## src/rtl/model_algebra_matrix_stimulus_if.sv

```systemverilog
// rtl/model_algebra_matrix_stimulus_if.sv - run request, stimulus stream and DUT handshake bundle
interface model_algebra_matrix_stimulus_if #(
  parameter int DATA_SIZE = 64
);
  logic                 GO;
  logic [1:0]           MODE;
  logic [DATA_SIZE-1:0] SIZE_I_IN;
  logic [DATA_SIZE-1:0] SIZE_J_IN;
  logic [DATA_SIZE-1:0] SEED_IN;
  logic                 DUT_READY;
  logic                 START;
  logic                 DATA_IN_I_ENABLE;
  logic                 DATA_IN_J_ENABLE;
  logic [DATA_SIZE-1:0] DATA_OUT;
  logic                 BUSY;
  logic                 DONE;

  modport master (
    output GO, MODE, SIZE_I_IN, SIZE_J_IN, SEED_IN, DUT_READY,
    input  START, DATA_IN_I_ENABLE, DATA_IN_J_ENABLE, DATA_OUT, BUSY, DONE
  );

  modport slave (
    input  GO, MODE, SIZE_I_IN, SIZE_J_IN, SEED_IN, DUT_READY,
    output START, DATA_IN_I_ENABLE, DATA_IN_J_ENABLE, DATA_OUT, BUSY, DONE
  );
endinterface

```

## src/rtl/model_algebra_matrix_stimulus.sv

```systemverilog
// rtl/model_algebra_matrix_stimulus.sv - row-major matrix stimulus generator for an algebra DUT
// Optional MODE 3 LFSR pattern enabled by MODEL_ALGEBRA_STIMULUS_LFSR_EN.
module model_algebra_matrix_stimulus #(
  parameter int DATA_SIZE    = 64,
  parameter int CONTROL_SIZE = 4
) (
  input  logic                               CLK,
  input  logic                               RST,
  model_algebra_matrix_stimulus_if.slave     bus
);
  typedef enum logic [1:0] {
    IDLE       = 2'd0,
    STARTING   = 2'd1,
    STREAM     = 2'd2,
    WAIT_READY = 2'd3
  } state_t;

  localparam logic [1:0] MODE_CONST = 2'd1;
  localparam logic [1:0] MODE_IDENT = 2'd2;
  localparam logic [DATA_SIZE-1:0] ONE = DATA_SIZE'(1);

  // Control width is reserved for sibling-block compatibility; nothing here consumes it.
  if (CONTROL_SIZE > 0) begin : g_ctrl_reserved
  end

  state_t               state_q, state_d;
  logic [1:0]           mode_q, mode_d;
  logic [DATA_SIZE-1:0] size_i_q, size_i_d;
  logic [DATA_SIZE-1:0] size_j_q, size_j_d;
  logic [DATA_SIZE-1:0] seed_q, seed_d;
  logic [DATA_SIZE-1:0] i_q, i_d;
  logic [DATA_SIZE-1:0] j_q, j_d;
  logic [DATA_SIZE-1:0] cnt_q, cnt_d;
  logic                 done_q, done_d;
`ifdef MODEL_ALGEBRA_STIMULUS_LFSR_EN
  logic [DATA_SIZE-1:0] lfsr_q, lfsr_d;
`endif

  always_comb begin
    state_d  = state_q;
    mode_d   = mode_q;
    size_i_d = size_i_q;
    size_j_d = size_j_q;
    seed_d   = seed_q;
    i_d      = i_q;
    j_d      = j_q;
    cnt_d    = cnt_q;
    done_d   = 1'b0;
`ifdef MODEL_ALGEBRA_STIMULUS_LFSR_EN
    lfsr_d   = lfsr_q;
`endif
    case (state_q)
      IDLE: begin
        if (bus.GO) begin
          if ((bus.SIZE_I_IN != '0) && (bus.SIZE_J_IN != '0)) begin
            mode_d   = bus.MODE;
            size_i_d = bus.SIZE_I_IN;
            size_j_d = bus.SIZE_J_IN;
            seed_d   = bus.SEED_IN;
            i_d      = '0;
            j_d      = '0;
            cnt_d    = '0;
`ifdef MODEL_ALGEBRA_STIMULUS_LFSR_EN
            lfsr_d   = (bus.SEED_IN == '0) ? ONE : bus.SEED_IN;
`endif
            state_d  = STARTING;
          end else begin
            done_d = 1'b1;
          end
        end
      end
      STARTING: state_d = STREAM;
      STREAM: begin
        // The running counter equals i*J+j modulo 2^DATA_SIZE without a multiplier.
        cnt_d = cnt_q + ONE;
`ifdef MODEL_ALGEBRA_STIMULUS_LFSR_EN
        lfsr_d = {lfsr_q[DATA_SIZE-2:0], lfsr_q[DATA_SIZE-1] ^ lfsr_q[DATA_SIZE-2]};
`endif
        if (j_q == size_j_q - ONE) begin
          j_d = '0;
          if (i_q == size_i_q - ONE) begin
            i_d     = '0;
            state_d = WAIT_READY;
          end else begin
            i_d = i_q + ONE;
          end
        end else begin
          j_d = j_q + ONE;
        end
      end
      WAIT_READY: begin
        if (bus.DUT_READY) begin
          done_d  = 1'b1;
          state_d = IDLE;
        end
      end
      default: state_d = IDLE;
    endcase
  end

  always_ff @(posedge CLK) begin
    if (RST) begin
      state_q  <= IDLE;
      mode_q   <= '0;
      size_i_q <= '0;
      size_j_q <= '0;
      seed_q   <= '0;
      i_q      <= '0;
      j_q      <= '0;
      cnt_q    <= '0;
      done_q   <= 1'b0;
`ifdef MODEL_ALGEBRA_STIMULUS_LFSR_EN
      lfsr_q   <= '0;
`endif
    end else begin
      state_q  <= state_d;
      mode_q   <= mode_d;
      size_i_q <= size_i_d;
      size_j_q <= size_j_d;
      seed_q   <= seed_d;
      i_q      <= i_d;
      j_q      <= j_d;
      cnt_q    <= cnt_d;
      done_q   <= done_d;
`ifdef MODEL_ALGEBRA_STIMULUS_LFSR_EN
      lfsr_q   <= lfsr_d;
`endif
    end
  end

  logic                 streaming;
  logic [DATA_SIZE-1:0] elem;

  always_comb begin
    case (mode_q)
      MODE_CONST: elem = seed_q;
      MODE_IDENT: elem = (i_q == j_q) ? ONE : '0;
`ifdef MODEL_ALGEBRA_STIMULUS_LFSR_EN
      2'd3:       elem = lfsr_q;
`endif
      default:    elem = cnt_q;
    endcase
  end

  // Outputs are gated by RST so they read zero during the reset cycle itself.
  assign streaming            = (state_q == STREAM) && !RST;
  assign bus.START            = (state_q == STARTING) && !RST;
  assign bus.BUSY             = (state_q != IDLE) && !RST;
  assign bus.DONE             = done_q && !RST;
  assign bus.DATA_IN_J_ENABLE = streaming;
  assign bus.DATA_IN_I_ENABLE = streaming && (j_q == '0);
  assign bus.DATA_OUT         = streaming ? elem : '0;
endmodule

```

## src/flat_wrapper.sv

```systemverilog
// flat-port wrapper written by rule: the top's interface ports become plain ports
module model_algebra_matrix_stimulus_flat 
#(
  parameter int DATA_SIZE    = 64,
  parameter int CONTROL_SIZE = 4
)
  (CLK, RST, bus_GO, bus_MODE, bus_SIZE_I_IN, bus_SIZE_J_IN, bus_SEED_IN, bus_DUT_READY, bus_START, bus_DATA_IN_I_ENABLE, bus_DATA_IN_J_ENABLE, bus_DATA_OUT, bus_BUSY, bus_DONE);
  model_algebra_matrix_stimulus_if #(.DATA_SIZE(DATA_SIZE)) bus_i ();
  input  logic CLK;
  input  logic RST;
  input wire logic [$bits(bus_i.GO)-1:0] bus_GO;
  input wire logic [$bits(bus_i.MODE)-1:0] bus_MODE;
  input wire logic [$bits(bus_i.SIZE_I_IN)-1:0] bus_SIZE_I_IN;
  input wire logic [$bits(bus_i.SIZE_J_IN)-1:0] bus_SIZE_J_IN;
  input wire logic [$bits(bus_i.SEED_IN)-1:0] bus_SEED_IN;
  input wire logic [$bits(bus_i.DUT_READY)-1:0] bus_DUT_READY;
  output wire logic [$bits(bus_i.START)-1:0] bus_START;
  output wire logic [$bits(bus_i.DATA_IN_I_ENABLE)-1:0] bus_DATA_IN_I_ENABLE;
  output wire logic [$bits(bus_i.DATA_IN_J_ENABLE)-1:0] bus_DATA_IN_J_ENABLE;
  output wire logic [$bits(bus_i.DATA_OUT)-1:0] bus_DATA_OUT;
  output wire logic [$bits(bus_i.BUSY)-1:0] bus_BUSY;
  output wire logic [$bits(bus_i.DONE)-1:0] bus_DONE;
  assign bus_i.GO = bus_GO;
  assign bus_i.MODE = bus_MODE;
  assign bus_i.SIZE_I_IN = bus_SIZE_I_IN;
  assign bus_i.SIZE_J_IN = bus_SIZE_J_IN;
  assign bus_i.SEED_IN = bus_SEED_IN;
  assign bus_i.DUT_READY = bus_DUT_READY;
  assign bus_START = bus_i.START;
  assign bus_DATA_IN_I_ENABLE = bus_i.DATA_IN_I_ENABLE;
  assign bus_DATA_IN_J_ENABLE = bus_i.DATA_IN_J_ENABLE;
  assign bus_DATA_OUT = bus_i.DATA_OUT;
  assign bus_BUSY = bus_i.BUSY;
  assign bus_DONE = bus_i.DONE;
  model_algebra_matrix_stimulus #(.DATA_SIZE(DATA_SIZE), .CONTROL_SIZE(CONTROL_SIZE)) u_core (.CLK(CLK), .RST(RST), .bus(bus_i));
endmodule
```

## config.mk

```make
export PLATFORM = sky130hd
export DESIGN_NAME = model_algebra_matrix_stimulus_flat
export DESIGN_NICKNAME = d
export VERILOG_FILES = /design/src/rtl/model_algebra_matrix_stimulus_if.sv /design/src/rtl/model_algebra_matrix_stimulus.sv /design/src/flat_wrapper.sv
export SDC_FILE = /design/constraint.sdc
export NUM_CORES = 1
export LEC_CHECK = 0
export BUFFER_PORTS_ARGS = -buffer_cell sky130_fd_sc_hd__buf_4
export CELL_PAD_IN_SITES_DETAIL_PLACEMENT = 0
export CELL_PAD_IN_SITES_GLOBAL_PLACEMENT = 1
export CORE_MARGIN = 2
export CORE_UTILIZATION = 43
export CTS_CLUSTER_DIAMETER = 50
export CTS_CLUSTER_SIZE = 14
export DETAILED_ROUTE_END_ITERATION = 16
export PLACE_DENSITY_LB_ADDON = 0.1
export SETUP_SLACK_MARGIN = 0.05
export SYNTH_ARGS = -nofsm -noshare
export SYNTH_HDL_FRONTEND = slang
export SYNTH_SLANG_ARGS = --single-unit
```

## constraint.sdc

```tcl
create_clock -name CLK -period 5 [get_ports CLK]
set_clock_uncertainty 0.15 [all_clocks]
set_input_delay 0.25 -clock CLK [delete_from_list [all_inputs] [get_ports CLK]]
set_output_delay 0.25 -clock CLK [all_outputs]
set_load 0.05 [all_outputs]
```

==> results_tabular.tex <==
\begin{tabular}{lr}
\hline
Metric & Value \\
\hline
\multicolumn{2}{l}{\textbf{Timing}} \\
\quad Remaining max-slew budget at the tightest pin & between 30\% and 40\% \\
\quad Final slew viol count & 0 \\
\quad Max frequency & between 200 and 250 MHz \\
\quad Share of the clock period used by the worst path & 94.8\% \\
\quad Hold violation count in the final report & 0 \\
\quad Setup repair after global routing missed its margin & no \\
\quad Final setup viols & 0 \\
\quad Actual transition at the worst max-transition pin & roughly 1.0 ns \\
\quad Setup Total Neg Slack & 0 ns \\
\quad Final Critical Period & roughly 4.7 ns \\
\multicolumn{2}{l}{\textbf{Global routing}} \\
\quad Vias in the first global route & 23677 \\
\quad Maximum number of pins on one net before global-route repair & $\sim$200 \\
\quad Global-route total usage across every layer & slightly above 30\% \\
\quad Initial antenna violation count & 3 \\
\quad Wire length of the first global-routing pass & 135 mm \\
\quad Global-route congestion overflow total & 0 \\
\multicolumn{2}{l}{\textbf{Cells and area}} \\
\quad Area growth from synthesis to final layout & 30.4\% \\
\quad Commonest cells after routing, fill and taps aside & nand2\_1 (595), dfxtp\_1 (387), nor2\_1 (355), a21oi\_1 (351), buf\_4 (342) \\
\quad Final Core Density & approximately 57\% \\
\quad Fraction of final layout cells sized beyond drive strength 1 & 13.3\% \\
\quad Final-layout fill cell count & 5120 \\
\quad Leading cell type in the layout, fill and taps excluded & nand2\_1 \\
\quad Layout Nets & between 3000 and 4000 \\
\multicolumn{2}{l}{\textbf{Clocking}} \\
\quad \# clock sinks & 389 \\
\quad Number of buffers inserted during clock tree synthesis & 50 \\
\quad Clock latency reported for the late side of the worst-skew pair & $\sim$0.60 ns \\
\quad CTS tree & done \\
\quad Clock transition at the registers of the reported paths & $\sim$0.060 ns \\
\quad Maximum level of the CTS H-tree & 2 \\
\quad Buffer levels on the longest clock path & 3 \\
\quad CTS root buffer & clkbuf\_16 \\
\multicolumn{2}{l}{\textbf{Hold path}} \\
\quad Path category of the worst min-delay check & in2reg \\
\multicolumn{2}{l}{\textbf{Detailed routing}} \\
\quad DRT antenna net count & 0 \\
\quad Routed via count divided by cell count & 5.63 \\
\quad Via count & approximately 25000 \\
\quad Routed Wire Length & 88.2 mm \\
\quad Routed wire per std cell & 20.1 um \\
\quad Number of iterations in the first detailed-routing pass & 7 \\
\quad DRC violation count after routing & 0 \\
\quad Drt initial violations & between 1500 and 2000 \\
\multicolumn{2}{l}{\textbf{Critical path}} \\
\quad Critical path peak fanout & 50 \\
\quad Crit path top cell by count & or4\_1 \\
\quad Worst stage delay on the critical path & 0.54 ns \\
\quad Critical path's top delay family & simple AND/OR/NAND/NOR gates \\
\quad Slowest-stage cell, CP & or4\_1 \\
\quad Type of the worst setup path & reg2reg \\
\quad Arrival time worst endpoint & 5.12 ns \\
\quad Category of the worst setup path capture point & flip-flop \\
\quad Startpoint types & flip-flop \\
\quad Cell breakdown of the critical path & inv\_1, ha\_2, or3b\_4, nor4\_4, buf\_4, nand3\_2, or4\_1, xnor2\_1, or4\_1, or4\_1, nor4\_4, buf\_12, nor2\_2, buf\_12, or4\_1, a21oi\_1 \\
\quad Required time reported for the critical path endpoint & 5.38 ns \\
\quad Total buffers and inverters traversed by the critical path & 4 \\
\multicolumn{2}{l}{\textbf{Logic synthesis}} \\
\quad Syn Nets & 3434 \\
\quad Netlist area before placement & around 0.023 mm2 \\
\quad Number of synthesized register bits & about 390 \\
\quad Commonest register cell after synthesis & dfxtp\_1 \\
\quad Cell variety after synth & 75 \\
\quad Mean instance size in the synthesized netlist & between 7 and 8 um2 \\
\quad Asr flop ratio synth & 0\% \\
\quad Sequential element share of the synthesized area & roughly 34\% \\
\quad Gate count after technology mapping & $\sim$3200 \\
\quad EDFF count, synth & 0 \\
\quad Number of warnings printed during yosys synthesis & 0 \\
\multicolumn{2}{l}{\textbf{Die}} \\
\quad Total Die Area & roughly 0.056 mm2 \\
\quad CORE AREA & between 0.05 and 0.06 mm2 \\
\quad Top-level port count & between 200 and 300 \\
\quad Horizontal die dimension & approximately 240 um \\
\quad Die H & 236 um \\
\quad Row Count & 85 \\
\quad Initial standard-cell utilization of the core & 43.4\% \\
\multicolumn{2}{l}{\textbf{Outcome}} \\
\quad Outcome & complete, no violations \\
\multicolumn{2}{l}{\textbf{Place}} \\
\quad Input/output buffers & 266 \\
\quad Detailed Place HPWL & about 65 mm \\
\quad Routability congestion estimate & 0.962 \\
\multicolumn{2}{l}{\textbf{Pwr}} \\
\quad Maximum vdd ir drop & 0.302 mV \\
\quad Lkg Pwr & around 12 nW \\
\quad Pwr per Cell Area & just under 400 mW/mm2 \\
\multicolumn{2}{l}{\textbf{Flow run}} \\
\quad Number of maximum-capacitance constraint violations & 0 \\
\hline
\end{tabular}
[routing by layer]
metal / track usage, % / part of all wire, % / up-vias
met1: 41.0 / 45 / 11792
met3: 5.56 / 6.6 / 142
li1: - / - / 12058
met2: 50.4 / 46 / 732
met4: 8.23 / 2.5 / 0
met5: 0 / 0 / -
[state kept, by name (all words and copies together), names as in the netlist]
name / cells
u_core.cnt_q: 64
u_core.i_q: 64
u_core.j_q: 64
u_core.seed_q: 64
u_core.size_i_q: 64
u_core.size_j_q: 64
u_core.mode_q: 2
u_core.state_q: 2
u_core.done_q: 1
[synth_stat cells (5+ instances only)]
master	instances	area share, %
nand2_1	595	9.6
dfxtp_1	389	34
nor2_1	355	5.7
a21oi_1	351	7.6
clkbuf_1	194	3.1
xor2_1	184	6.9
xnor2_1	172	6.5
nor4_1	125	3.4
nand3_1	92	2.0
nor3_1	86	1.9
nand4_1	83	2.2
o21ai_0	76	1.6
or3_1	76	2.0
or4_1	50	1.6
inv_1	48	0.78
and3_1	39	1.0
o31ai_1	23	0.74
buf_1	21	0.34
and2_1	20	0.54
and4_1	17	0.64
nand2b_1	14	0.38
or2_2	14	0.38
ha_1	13	0.70
nor2b_1	11	0.30
o211ai_1	11	0.36
a31oi_1	10	0.27
buf_2	10	0.22
a211oi_1	9	0.29
mux2i_1	9	0.39
nor4b_1	8	0.30
o2111ai_1	8	0.30
o22ai_1	8	0.22
a21o_1	7	0.23
a211o_1	5	0.19
a22oi_1	5	0.16
nand3b_1	5	0.16
nand4b_1	5	0.19
nor4_4	5	0.46
o21a_1	5	0.16
[path summary, 6_finish.rpt]
path                      startpoint  cells past startpoint  slack (ns)                 to
setup reg to reg  u_core.size_j_q[0]                     16        0.26     u_core.i_q[18]
hold / removal       bus_SEED_IN[53]                      4        0.30  u_core.seed_q[53]
setup / recovery  u_core.size_j_q[0]                     16        0.26     u_core.i_q[18]
hold reg to reg    u_core.seed_q[58]                      2        0.31  u_core.seed_q[58]
[report_power, final]
| part | switching (mW) | leakage [nW] | total [mW] | internal [mW] |
|---|---|---|---|---|
| sequential | 0.344 | 3.16 | 3.71 | 3.37 |
| clock | 1.49 | 0.810 | 3.67 | 2.18 |
| combinational | 2.71 | 7.55 | 4.39 | 1.67 |
| total | 4.55 | 11.5 | 11.8 | 7.22 |
[logic make-up after synthesis]
family / Yosys count / share of synthesized area, %
simple gates: 1629 / 34.0
compound gates: 552 / 13.4
flops: 389 / 33.5
xor+xnor: 356 / 13.4
buf+inv: 273 / 4.46
fa+ha+maj: 13 / 0.700
mux: 11 / 0.485
[repair_timing]
| item | CTS | global route |
|---|---|---|
| resized for setup | 1 | 16 |
| endpoints found under the setup margin | 17 | 45 |
| pin swaps | 0 | 6 |
| setup buffers | 0 | 6 |
| hold buffers | 257 | 0 |
| hold endpoints to repair | 197 | 0 |
[worst min-delay path, delay by kind of cell]
| family | cells | cell delay (ns) |
|---|---|---|
| and+or+nand+nor | 1 | 0.04 |
| buffers and inverters | 2 | 0.62 |
| AOI/OAI and AO/OA | 1 | 0.10 |
[cell type report]
| type | instances | area, um2 | share of cell area [%] |
|---|---|---|---|
| Inverter | 48 | 180 | 0.594 |
| Timing Repair Buffer | 607 | 5290 | 17.5 |
| Clock buffer | 58 | 1330 | 4.40 |
| Antenna cell | 1 | 2.50 | 0.00826 |
| Clock inverter | 32 | 335 | 1.11 |
| Multi-Input combinational cell | 2561 | 14500 | 47.9 |
| Tap cell | 696 | 871 | 2.87 |
| Sequential cell | 389 | 7790 | 25.7 |
[per-stage QoR]
stage	cell area, um2	hold WS, ns	cells	total power [mW]	setup WS [ns]
global placement	26000	0.293	4038	7.76	0.126
floorplan	23200	0.236	3223	6.34	0.489
detailed placement	26000	0.297	4038	7.79	0.0216
finish	30300	0.296	4392	11.8	0.260
global route	30300	0.303	4392	12.4	0.0833
CTS	30200	0.272	4385	11.7	0.0818
Power figures use the tool's default switching activity.
